===== config.mk =====
export PLATFORM = sky130hd
export DESIGN_NAME = fifo_reader_flat
export DESIGN_NICKNAME = d
export VERILOG_FILES = /design/src/rtl/fifo_reader_if.sv /design/src/rtl/fifo_reader.sv /design/src/flat_wrapper.sv
export SDC_FILE = /design/constraint.sdc
export NUM_CORES = 1
export LEC_CHECK = 0
export ABC_CLOCK_PERIOD_IN_PS = 2000
export CAP_MARGIN = 0
export CELL_PAD_IN_SITES_DETAIL_PLACEMENT = 0
export CELL_PAD_IN_SITES_GLOBAL_PLACEMENT = 1
export CORE_MARGIN = 10
export CORE_UTILIZATION = 40
export DETAILED_ROUTE_END_ITERATION = 10
export PLACE_DENSITY_LB_ADDON = 0.2
export SLEW_MARGIN = 30
export SYNTH_ARGS = -nofsm -noshare
export SYNTH_HDL_FRONTEND = slang
export SYNTH_SLANG_ARGS = --single-unit

===== constraint.sdc =====
create_clock -name rclk -period 2 [get_ports rclk]
set_clock_uncertainty 0.2 [all_clocks]
set_input_delay 0.4 -clock rclk [delete_from_list [all_inputs] [get_ports rclk]]
set_output_delay 0.4 -clock rclk [all_outputs]
set_load 0.1 [all_outputs]

===== src/rtl/fifo_reader_if.sv =====
// ---------------------------------------------------------------------------
// fifo_reader_if
// Groups the FIFO read port and the downstream valid/ready stream used by
// fifo_reader.
//
// Signals:
//   rd        reader -> FIFO    read strobe, single-cycle pulse
//   datout    FIFO -> reader    read data, meaningful when dato=1
//   empy      FIFO -> reader    FIFO empty flag
//   dato      FIFO -> reader    data-valid flag accompanying datout
//   out_data  reader -> sink    head word of the output buffer (0 when empty)
//   out_valid reader -> sink    output buffer non-empty
//   out_ready sink -> reader    sink accepts out_data this cycle
//   busy      reader -> sink    a read is outstanding
//   err       reader -> sink    sticky: dato seen with no read outstanding
//
// Modports:
//   master  the reader side (fifo_reader)
//   slave   the environment side (FIFO plus downstream consumer)
// ---------------------------------------------------------------------------
interface fifo_reader_if #(
  parameter int DW = 3
);
  logic          rd;
  logic [DW-1:0] datout;
  logic          empy;
  logic          dato;
  logic [DW-1:0] out_data;
  logic          out_valid;
  logic          out_ready;
  logic          busy;
  logic          err;

  modport master (
    output rd, out_data, out_valid, busy, err,
    input  datout, empy, dato, out_ready
  );

  modport slave (
    input  rd, out_data, out_valid, busy, err,
    output datout, empy, dato, out_ready
  );
endinterface


===== src/rtl/fifo_reader.sv =====
// ---------------------------------------------------------------------------
// fifo_reader
// Read-side consumer for a small FIFO. Issues one read strobe at a time,
// waits for the returned word (dato/datout) with a bounded timer, and
// presents captured words on a valid/ready stream through a 2-entry
// circular output buffer.
//
// Parameters:
//   DW   data width of datout/out_data
//   LAT  nominal FIFO read latency, rd to dato, in rclk cycles (1..3)
//   CW   width of the optional push counter
//
// Ports:
//   rclk    clock, all logic on the rising edge
//   rst     asynchronous active-low reset (0 = reset), released synchronously
//           by the surrounding reset logic
//   bus     fifo_reader_if.master: rd, datout, empy, dato, out_data,
//           out_valid, out_ready, busy, err
//   rd_cnt  (only with FIFO_READER_CNT_EN defined) count of accepted
//           returned words, wraps modulo 2^CW
//
// Optional feature: define FIFO_READER_CNT_EN to add the rd_cnt port and
// its counter. Without it the port and counter are absent and everything
// else behaves identically.
// ---------------------------------------------------------------------------
module fifo_reader #(
  parameter int DW  = 3,
  parameter int LAT = 1,
  parameter int CW  = 8
) (
  input  logic            rclk,
  input  logic            rst,
  fifo_reader_if.master   bus
`ifdef FIFO_READER_CNT_EN
  ,
  output logic [CW-1:0]   rd_cnt
`endif
);

  // Timer must be able to hold LAT+1.
  localparam int TW = $clog2(LAT + 2);

  typedef enum logic [0:0] {
    IDLE = 1'b0,
    WAIT = 1'b1
  } state_t;

  state_t          state_reg, state_next;
  logic [TW-1:0]   timer_reg, timer_next;
  logic            rd_reg, rd_next;
  logic            err_reg;

  logic [DW-1:0]   mem_reg [2];
  logic            wr_ptr_reg;
  logic            rd_ptr_reg;
  logic [1:0]      count_reg;
  logic [1:0]      count_next;
  logic [1:0]      count_eff;

  logic            pop;
  logic            push;
  logic            stray;

  // -------------------------------------------------------------------------
  // Buffer handshake events
  // -------------------------------------------------------------------------
  assign pop   = (count_reg != 2'd0) && bus.out_ready;
  assign push  = (state_reg == WAIT) && bus.dato;
  assign stray = (state_reg == IDLE) && bus.dato;

  // Occupancy as it will be after this cycle's pop; lets the FSM issue a
  // read in the same cycle a full buffer is being drained.
  assign count_eff = count_reg - {1'b0, pop};

  // Push is only possible when a read was issued with a free slot, and only
  // one read is ever outstanding, so count never exceeds 2.
  assign count_next = count_reg + {1'b0, push} - {1'b0, pop};

  // -------------------------------------------------------------------------
  // FSM: state register
  // -------------------------------------------------------------------------
  always_ff @(posedge rclk or negedge rst) begin
    if (!rst) begin
      state_reg <= IDLE;
      timer_reg <= '0;
      rd_reg    <= 1'b0;
    end else begin
      state_reg <= state_next;
      timer_reg <= timer_next;
      rd_reg    <= rd_next;
    end
  end

  // -------------------------------------------------------------------------
  // FSM: next state and registered-output inputs
  // -------------------------------------------------------------------------
  always_comb begin
    state_next = state_reg;
    timer_next = timer_reg;
    rd_next    = 1'b0;

    unique case (state_reg)
      IDLE: begin
        if (!bus.empy && (count_eff < 2'd2)) begin
          rd_next    = 1'b1;
          timer_next = '0;
          state_next = WAIT;
        end
      end

      WAIT: begin
        // empy is deliberately ignored here: the word (or the timeout)
        // decides when this read is finished.
        if (bus.dato) begin
          timer_next = '0;
          state_next = IDLE;
        end else if (timer_reg == TW'(LAT)) begin
          // Timer would reach LAT+1 with no data: the FIFO was actually
          // empty when rd was issued (empy lagged). Give up on this read.
          timer_next = '0;
          state_next = IDLE;
        end else begin
          timer_next = timer_reg + 1'b1;
        end
      end

      default: begin
        state_next = IDLE;
        timer_next = '0;
      end
    endcase
  end

  // -------------------------------------------------------------------------
  // Output buffer storage: one register per entry
  // -------------------------------------------------------------------------
  generate
    for (genvar gi = 0; gi < 2; gi++) begin : g_entry
      always_ff @(posedge rclk or negedge rst) begin
        if (!rst) begin
          mem_reg[gi] <= '0;
        end else if (push && (wr_ptr_reg == 1'(gi))) begin
          mem_reg[gi] <= bus.datout;
        end
      end
    end
  endgenerate

  // Pointers wrap modulo 2 naturally as 1-bit registers.
  always_ff @(posedge rclk or negedge rst) begin
    if (!rst) begin
      wr_ptr_reg <= 1'b0;
      rd_ptr_reg <= 1'b0;
      count_reg  <= 2'd0;
    end else begin
      if (push) begin
        wr_ptr_reg <= ~wr_ptr_reg;
      end
      if (pop) begin
        rd_ptr_reg <= ~rd_ptr_reg;
      end
      count_reg <= count_next;
    end
  end

  // -------------------------------------------------------------------------
  // Sticky error: returned data with no read outstanding is discarded
  // -------------------------------------------------------------------------
  always_ff @(posedge rclk or negedge rst) begin
    if (!rst) begin
      err_reg <= 1'b0;
    end else if (stray) begin
      err_reg <= 1'b1;
    end
  end

`ifdef FIFO_READER_CNT_EN
  // -------------------------------------------------------------------------
  // Accepted-word counter; timeouts and stray data are not counted
  // -------------------------------------------------------------------------
  logic [CW-1:0] rd_cnt_reg;

  always_ff @(posedge rclk or negedge rst) begin
    if (!rst) begin
      rd_cnt_reg <= '0;
    end else if (push) begin
      rd_cnt_reg <= rd_cnt_reg + 1'b1;
    end
  end

  assign rd_cnt = rd_cnt_reg;
`endif

  // -------------------------------------------------------------------------
  // Outputs: all derived from registers only
  // -------------------------------------------------------------------------
  assign bus.rd        = rd_reg;
  assign bus.busy      = (state_reg == WAIT);
  assign bus.err       = err_reg;
  assign bus.out_valid = (count_reg != 2'd0);
  assign bus.out_data  = (count_reg != 2'd0) ? mem_reg[rd_ptr_reg] : '0;

endmodule

===== src/flat_wrapper.sv =====
// flat-port wrapper written by rule: the top's interface ports become plain ports
module fifo_reader_flat 
#(
  parameter int DW  = 3,
  parameter int LAT = 1,
  parameter int CW  = 8
)
  (rclk, rst, bus_rd, bus_out_data, bus_out_valid, bus_busy, bus_err, bus_datout, bus_empy, bus_dato, bus_out_ready);
  fifo_reader_if #(.DW(DW)) bus_i ();
  input  logic rclk;
  input  logic rst;
  output wire logic [$bits(bus_i.rd)-1:0] bus_rd;
  output wire logic [$bits(bus_i.out_data)-1:0] bus_out_data;
  output wire logic [$bits(bus_i.out_valid)-1:0] bus_out_valid;
  output wire logic [$bits(bus_i.busy)-1:0] bus_busy;
  output wire logic [$bits(bus_i.err)-1:0] bus_err;
  input wire logic [$bits(bus_i.datout)-1:0] bus_datout;
  input wire logic [$bits(bus_i.empy)-1:0] bus_empy;
  input wire logic [$bits(bus_i.dato)-1:0] bus_dato;
  input wire logic [$bits(bus_i.out_ready)-1:0] bus_out_ready;
  assign bus_rd = bus_i.rd;
  assign bus_out_data = bus_i.out_data;
  assign bus_out_valid = bus_i.out_valid;
  assign bus_busy = bus_i.busy;
  assign bus_err = bus_i.err;
  assign bus_i.datout = bus_datout;
  assign bus_i.empy = bus_empy;
  assign bus_i.dato = bus_dato;
  assign bus_i.out_ready = bus_out_ready;
  fifo_reader #(.DW(DW), .LAT(LAT), .CW(CW)) u_core (.rclk(rclk), .rst(rst), .bus(bus_i));
endmodule

==> results of run 1 <==
## per-stage QoR
stage,utilization,std cells,hold slack (ps)
5_1_grt,0.629,94,234
6_report,0.629,94,229
4_1_cts,0.629,94,226
2_1_floorplan,-,58,-95.6
3_3_place_gp,0.611,90,287
3_5_place_dp,0.611,90,294
## layout make-up
| type | count | area, um2 | share of cell area |
|---|---|---|---|
| sequential | 15 | 377 | 0.380 |
| multi-input combinational | 37 | 315 | 0.318 |
| timing repair buffer | 17 | 233 | 0.235 |
| clock buffer | 3 | 22.5 | 0.0227 |
| tap | 16 | 20.0 | 0.0202 |
| inverter | 5 | 18.8 | 0.0189 |
| clock inverter | 1 | 5.00 | 0.00505 |
## worst max-delay path: stages (launching register included)
cell	delay, ps
sky130_fd_sc_hd__dfrtp_1	460
sky130_fd_sc_hd__mux2i_1	320
sky130_fd_sc_hd__nor2_4	60
sky130_fd_sc_hd__buf_12	170
## synthesized netlist by cell type, drive strengths merged
library cell,number,area (um2)
a21o,1,7.51
a31oi,1,6.26
and2,1,8.76
clkbuf,1,3.75
dfrtp,15,375
ha,1,12.5
inv,5,18.8
mux2,6,67.6
mux2i,3,30.0
nand2,4,17.5
nand2b,3,26.3
nand3,1,10.0
nand4,1,6.26
nor2,6,30.0
nor3,1,5.00
nor4bb,1,10.0
o21ai,2,10.0
o311a,1,10.0
o32ai,1,8.76
xnor2,2,17.5
xor2,1,8.76
## layer usage
metal	global-route usage	vias to the layer above	routed length, um
li1	-	241	-
met1	0.0938	234	553
met2	0.119	10	634
met3	0.0514	2	112
met4	0.0191	0	9
met5	0	-	0
## logic make-up after synthesis
| logic type | synth area share |
|---|---|
| AND/OR/NAND/NOR | 0.165 |
| flip-flops | 0.543 |
| multiplexers | 0.141 |
| AO/OA/AOI/OAI | 0.0616 |
| buffers and inverters | 0.0326 |
| XOR/XNOR | 0.0381 |
| adder cells (fa/ha/maj) | 0.0181 |
## path summary, 6_finish.rpt
check | to | slack, ps | depth (start not counted)
max in group asynchronous | u_core.bus.busy | 1180 | 2
min in group rclk | u_core.mem_reg[3] | 310 | 1
hold / removal | u_core.timer_reg[0] | 230 | 2
setup reg to reg | u_core.mem_reg[4] | 600 | 3
setup / recovery | bus_out_data[0] | 110 | 3
hold reg to reg | u_core.mem_reg[3] | 310 | 1
==> run summary, run 1 <==
The tools report the global router's overall resource usage as 0.0797. From left edge to right edge, the die measures 61.6 um. After synthesis the netlist holds a flip-flop and latch count of 15.

STA puts the critical path data required time at 1400 ps. The flow ran to the end, and the final reports show no timing, DRC or antenna violations. Leaving out fill and tap cells, the most frequent cell in the layout is sky130_fd_sc_hd__dfrtp_1.

Counting every sink on the clock net gives 15. Gates resized during post-CTS repair numbered 0. Adding up every negative setup slack in the final design gives 0 ps. Routability-driven placement finished with a final weighted congestion of 0.696. The worst setup path is launched from a flip-flop.

The tightest min-delay check is of the primary input to asynchronous set/reset pin type. Pin placement for this block handled 15 I/O pins. In this run the mean area of a mapped cell was 11.9 um2. For the total of hold buffers inserted after clock tree synthesis, the log shows 0.

The tools report the number of synthesis warnings as 0. The part of the cycle the worst path needs is 0.945, and the post-synthesis cell type count is 24. The H-tree level count is 1. The total area inside the core boundary comes to 1580 um2.

Entering global routing, the biggest net connects 16 pins. The number of buffers created by CTS is 3. Global-route wire length before repair: 2.22 mm. The worst register-to-register path begins at u_core.bus.busy. The number of buffers added for setup after CTS is 0, and the post-route worst setup slack is 110 ps.

Cell area reported after detailed placement: 963 um2. Setup violations remaining at the end of the flow were counted as 0. The logs give 0 for the hold violation count in the final report and 67 for the synthesized netlist net count.

The total overflow left after global routing is 0. For the pin with the worst max-slew slack, the measured transition is 268 ps. For the number of global-route vias before repair, the log shows 473.

The area of the die came out at 3790 um2. TritonCTS built the clock tree. Clock tree synthesis selected as its root buffer the cell sky130_fd_sc_hd__clkbuf_4. The flip-flop count of the largest register after layout was 6. The tools report the headroom to the max-slew limit as 0.816. The critical path in this run is classified as flip-flop to output port.

Row generation in the floorplan step produced 14 rows. STA classifies the critical path endpoint as an output port. Counting along the longest clock path gives a buffer depth of 2. The pre-antenna-repair detailed-routing pass consisted of 4 iterations. The count of final max-slew check failures is 0, and the routed wire length per instance is 13.9 um.

The tools report the clock insertion delay at the later pin of the skew report as 280 ps. The tools report the origin of the worst setup path as u_core.rd_ptr_reg. The logs give 0 for the number of max-cap violations and 529 MHz for the top achievable clock speed.

The routed layout has 487 vias. The logs give 991 um2 for the area of all placed cells without fillers and 0 for the remaining routing DRC violations. The tools report the HPWL reported at the end of detailed placement as 1.09 mm.

The peak fanout along the critical path was 4. Data on the critical path arrives at its endpoint at 1290 ps. Synthesis produced 58 cells. Clock-pin slew was measured on the worst setup and hold paths at 90 ps. The routed design has 1.31 mm of wire.

The run gives 0 as the number of inserted diodes. The via density per instance was 5.18. The sequential fraction of the synthesis area is 0.543.

The antenna violation net count after detailed routing came out at 0. Layout cell share with drive strength beyond 1: 0.372. The initial antenna violation count came out at 0. The mapped netlist covers 691 um2.

In the layout the commonest cells are 14 x sky130_fd_sc_hd__dfrtp_1, 7 x sky130_fd_sc_hd__clkdlybuf4s50_1, 7 x sky130_fd_sc_hd__buf_12. Number of buffer cells added on primary ports: 14. For the initial core utilization, the log shows 0.438. The shortest period the worst path allows is 1890 ps, and the net count of the finished layout is 88. Area growth from synthesis to final layout: 43.5%. Fill cells in the final layout number 137.

The die is 61.6 um tall. The detailed router's first-iteration violation count is 1. For the post-placement worst setup slack, the log shows 166 ps. Setup repair after global routing left no endpoint under its margin.
Power of run 1 is not shown: default switching activity piles up to over one toggle a cycle in this logic, so the estimate is an artifact.
==> inputs of run 2 (changes only) <==
--- a/config.mk
+++ b/config.mk
@@ -9,7 +9,7 @@
 export CAP_MARGIN = 0
 export CELL_PAD_IN_SITES_DETAIL_PLACEMENT = 0
 export CELL_PAD_IN_SITES_GLOBAL_PLACEMENT = 1
-export CORE_MARGIN = 10
+export CORE_MARGIN = 2
 export CORE_UTILIZATION = 40
 export DETAILED_ROUTE_END_ITERATION = 10
 export PLACE_DENSITY_LB_ADDON = 0.2
==> run 2 against run 1 <==
Count of clock-buffer cells in the layout grew 1. Via count fell by 3.5%. Die area down 45%. Critical path type unchanged.
==> run summary, run 2 (synthesized netlist as in run 1, its figures left out) <==
The run finished with clean final reports. The cell sitting at the root of the clock tree is a sky130_fd_sc_hd__clkbuf_4. The hold violation count in the final report is 0, and the H-tree level count is 1. The worst setup path is captured at an output port. Before antenna repair, the detailed router went through 2 iterations. Global-route wire length before repair: 2.00 mm. In this run the critical register-to-register path is captured at u_core.mem_reg[4].

The floorplan has 15 rows. The number of buffers added for setup after CTS came out at 0. The register with the most flip-flops in the layout has 6 of them.

The number of global-route vias before repair came out at 454. Clock-pin slew was measured on the worst setup and hold paths at 90 ps. In this run the worst path has a maximum fanout of 4. Origin of the worst setup path: u_core.rd_ptr_reg. In the layout the commonest cells are 14 x sky130_fd_sc_hd__dfrtp_1, 7 x sky130_fd_sc_hd__clkdlybuf4s50_1, 7 x sky130_fd_sc_hd__buf_12.

Routability-driven placement finished with a final weighted congestion of 0.685. Critical setup path kind: flip-flop to output port. The global router's overall resource usage is 0.138, and the routed wire length per instance is 12.0 um. Setup repair after global routing left no endpoint under its margin.

The type of the worst min-delay path was primary input to asynchronous set/reset pin. Counting the buffers created by CTS gives 3. For the worst flop-to-flop path, the logic depth is 3. The total of hold buffers inserted after clock tree synthesis is 0, and the headroom to the max-slew limit is 0.822.

The run gives 87 as the net count of the finished layout. The run gives 0 as the global-route congestion overflow total. Setup violations remaining at the end of the flow were counted as 0. The count of final max-slew check failures is 0, and the y dimension of the die is 45.6 um. Using the TritonRoute via totals, the vias-per-cell ratio works out to 5.00. For the worst setup path, the data arrival time is 1280 ps. The area growth from synthesis to layout is 42.4%.

The vias after detailed routing was 470; the layout cell share with drive strength beyond 1 was 0.351. After detailed routing, the number of remaining DRC violations is 0. The floorplan step set the die width to 45.6 um. The part of the cycle the worst path needs is 0.939. Adding up every negative setup slack in the final design gives 0 ps.

The critical path ends at bus_out_data[1]. The floorplan step defined a core boundary enclosing 1670 um2. Initial antenna violation count: 0. The routed design has 1.13 mm of wire. Subtracting the final worst setup slack from the clock period gives 1880 ps.

The run gives 1 as the detailed router's first-iteration violation count. The kind of launch point of the worst setup path is a flip-flop. The final cell utilization of the core is 0.589.

The tools report the critical register-to-register path startpoint as u_core.bus.busy. The repair_antennas step left the layout with diodes totalling 0. During I/O placement, the number of pins put on the boundary was 15.

During placement, the flow inserted port buffers numbering 14. For the worst setup path, the data required time is 1400 ps. The number of max-cap violations was 0. TritonCTS built the clock tree. For the CTS sink count, the log shows 15. For the pin with the worst max-slew slack, the measured transition is 260 ps. The initial core utilization is 0.413, and the setup slack on the worst flop-to-flop path is 640 ps. For the antenna violation net count after detailed routing, the log shows 0.

The clock passes through at most 2 buffers. The clock reaches the later pin of the worst-skew pair after 270 ps. The run gives 0 as the quantity of gates resized following cts.

The logs give 2080 um2 for the area of the die and 12 for the maximum number of pins on one net before global-route repair. The library cell used most frequently in the layout, excluding fill and tap cells, is sky130_fd_sc_hd__dfrtp_1. The HPWL after detailed placement is 902 um. For the top achievable clock speed, the log shows 532 MHz.
-- run 2: cell types whose count changed in the layout (fill, tap and decap cells not counted) --
cell,delta
sky130_fd_sc_hd__buf_4,-1
sky130_fd_sc_hd__clkinv_2,-1
sky130_fd_sc_hd__clkbuf_1,+1
-- run 2: how the worst min path moves through the flow --
stage,from,to,cells past startpoint
2_1_floorplan,rst,u_core.bus.busy,0
3_3_place_gp,u_core.mem_reg[0],u_core.mem_reg[0],1
3_5_place_dp,u_core.mem_reg[5],u_core.mem_reg[5],1
4_1_cts,rst,u_core.bus.err,1
5_1_grt,rst,u_core.bus.err,1
6_report,rst,u_core.bus.err,1
-- run 2: layout make-up --
| class | instances | area (um2) |
|---|---|---|
| fill | 141 | 687 |
| tap | 17 | 21.3 |
| sequential | 15 | 377 |
| clock buffer | 4 | 26.3 |
| timing repair buffer | 16 | 225 |
| multi-input combinational | 37 | 315 |
| inverter | 5 | 18.8 |
-- run 2: layer usage --
metal,part of all wire,GRT usage,up-vias
met5,0,0,-
met4,0.011,0.0882,0
met3,0.046,0.0278,2
met2,0.46,0.208,10
met1,0.48,0.180,218
li1,-,-,240
-- run 2: critical path, cell delays in order (launching register included) --
cell                      delay, ps
sky130_fd_sc_hd__dfrtp_1        460
sky130_fd_sc_hd__mux2i_1        320
sky130_fd_sc_hd__nor2_4          60
sky130_fd_sc_hd__buf_12         170
-- run 2: per-stage QoR --
stage               cells  setup WS (ps)  hold slack [ps]  area (um2)
finish                 94            121              128         983
global route           94           19.2              127         983
detailed placement     90            120              296         957
global placement       90            139              289         957
floorplan              58           47.8            -95.6         714
CTS                    94           97.8              125         983
Power of run 2 is left out for the same reason.
==> inputs of run 3 (changes only) <==
--- a/config.mk
+++ b/config.mk
@@ -6,12 +6,12 @@
 export NUM_CORES = 1
 export LEC_CHECK = 0
 export ABC_CLOCK_PERIOD_IN_PS = 2000
-export CAP_MARGIN = 0
 export CELL_PAD_IN_SITES_DETAIL_PLACEMENT = 0
 export CELL_PAD_IN_SITES_GLOBAL_PLACEMENT = 1
-export CORE_MARGIN = 2
+export CORE_MARGIN = 10
 export CORE_UTILIZATION = 40
 export DETAILED_ROUTE_END_ITERATION = 10
+export MAX_ROUTING_LAYER = met4
 export PLACE_DENSITY_LB_ADDON = 0.2
 export SLEW_MARGIN = 30
 export SYNTH_ARGS = -nofsm -noshare
==> run 3 against run 2 <==
Register-to-register slack worse by 40 ps. Sequential cell count did not move. Fmax fell by 0.57%. Worst hold slack gained 100 ps. Routed wire length is 16% higher. Via count increased by 3.0%. Sequential share of layout area fell by 0.29 points.
==> run summary, run 3 (synthesized netlist as in run 1, its figures left out) <==
The flow ran to the end, and the final reports show no timing, DRC or antenna violations. The initial core utilization is 0.438, and the initial antenna violation count is 0. The area of all sequential standard cells was 377 um2; the overall die width was 61.6 um. The tools report the number of global-route vias before repair as 473. The setup path with the least slack is of type flip-flop to output port. Max-cap violations in this run came to 0. The sum of negative setup slack is 0 ps.

STA classifies the critical path endpoint as an output port. In the final design database the tool counted 88 nets. The tools report the number of buffers created by CTS as 3.

Static timing analysis puts the maximum clock frequency at 529 MHz. The run gives 600 ps as the setup slack on the worst flop-to-flop path. Setup repair after global routing left no endpoint under its margin. The most common library cell in the layout ignoring fill and taps is sky130_fd_sc_hd__dfrtp_1.

The global router's overall resource usage was 0.0822; the H-tree level count was 1. The worst register-to-register path begins at u_core.bus.busy. The area growth from synthesis to layout is 43.5%.

In this run the vertical extent of the chip is 61.6 um. After floorplanning, the core was sized to cover 1580 um2. The finished cells cover 991 um2. The worst path buffer plus inverter count was 1; the number of iterations in the first detailed-routing pass was 4. During I/O placement, the number of pins put on the boundary was 15.

Dividing the detail-routed via count by the number of cells gives 5.15. The critical path goes through mux2i_1 > nor2_4 > buf_12. The endpoint identified for the worst register-to-register timing path is u_core.mem_reg[4].

Data on the critical path is required at its endpoint by 1400 ps. Area of the multi-input gates: 315 um2. The congestion estimate from routability-driven global placement came to 0.703. Layout cell share with drive strength beyond 1: 0.372. The standard-cell row count came out at 14. In this run the worst path has a maximum fanout of 4. Worst reg-to-reg path cell count: 3. After clock tree synthesis, the repair step resized 0 gates. Setup violations remaining at the end of the flow were counted as 0. On the critical path the largest part of the delay comes from flip-flops. After filler insertion, the fill cell instance count of the layout stands at 137. The total routed wirelength is 1.31 mm. For the CTS sink count, the log shows 15. Data on the critical path arrives at its endpoint at 1290 ps.

The origin of the worst setup path is u_core.rd_ptr_reg. The worst path in the final design needs a cycle of 1890 ps, including I/O delays and setup. The run gives 1 as the detailed router's first-iteration violation count. The routed layout has 484 vias. The part of the cycle the worst path needs is 0.945, and the global-route wire length before repair is 2.22 mm. Entering global routing, the biggest net connects 16 pins. Number of buffer cells added on primary ports: 14.

The register with the most flip-flops in the layout has 6 of them. The floorplan step defined a die boundary enclosing 3790 um2. The type of the worst min-delay path was primary input to asynchronous set/reset pin. The measured slew at the worst slew-check pin was 268 ps.

TritonCTS built the clock tree. The later pin in the worst-skew pair is clocked with a latency of 280 ps. The routed wire length per instance is 13.9 um, and the HPWL reported at the end of detailed placement is 1.09 mm.

For this design, the slowest cell found on the critical path is sky130_fd_sc_hd__dfrtp_1. The library cells used most frequently in the layout, excluding fill and tap cells, are 14 x sky130_fd_sc_hd__dfrtp_1, 7 x sky130_fd_sc_hd__clkdlybuf4s50_1, 7 x sky130_fd_sc_hd__buf_12. After detailed routing, the number of remaining DRC violations is 0. Hold is met by 229 ps. After detailed placement, the total cell area comes to 963 um2. Once detail routing completed, the nets flagged for antenna violations numbered 0.

The headroom to the max-slew limit came out at 0.816. 0 antenna diodes ended up in the layout. CTS placed an instance of sky130_fd_sc_hd__clkbuf_4 at the clock tree root. The total overflow left after global routing is 0.

The clock transition at the register clock pins on the worst setup and hold paths after CTS works out to 90 ps. Maximum number of buffers from clock root to sink: 2. Total of hold buffers inserted after clock tree synthesis: 0. The tools report the count of final max-slew check failures as 0. The worst stage delay on the critical path was 460 ps.

STA classifies the critical path startpoint as a flip-flop. The tools report the hold violation count in the final report as 0. Once the clock tree was built, the setup fixing pass inserted 0 buffers.
run 3: how the worst max path moves through the flow:
stage	endpoint	slack, ps	cells past startpoint
detailed placement	u_core.count_reg[1]	170	5
CTS	bus_out_data[0]	90	3
global placement	u_core.count_reg[1]	190	5
floorplan	bus_out_valid	50	2
finish	bus_out_data[0]	110	3
global route	bus_out_data[2]	30	3
run 3: stage by stage:
stage	std cells	utilization	setup slack, ps
6_report	94	0.629	110
5_1_grt	94	0.629	33.8
4_1_cts	94	0.629	89.2
3_5_place_dp	90	0.611	166
3_3_place_gp	90	0.611	193
2_1_floorplan	58	-	47.8
run 3: area by class of cell:
type / instances / area share
clock buffer: 3 / 0.0227
inverter: 5 / 0.0189
tap: 16 / 0.0202
sequential: 15 / 0.380
clock inverter: 1 / 0.00505
multi-input combinational: 37 / 0.318
timing repair buffer: 17 / 0.235
run 3: metal layers:
metal,global-route usage,part of all wire
met2,0.119,0.48
met1,0.0962,0.43
met3,0.0473,0.076
met5,-,0
met4,0.0191,0.0069
run 3: worst reg2reg max path: stages, from the launching register on:
cell                      delay (ps)
sky130_fd_sc_hd__dfrtp_2         490
sky130_fd_sc_hd__nand2_2         130
sky130_fd_sc_hd__nor2_4          140
sky130_fd_sc_hd__mux2_2          340
Power of run 3 is left out for the same reason.
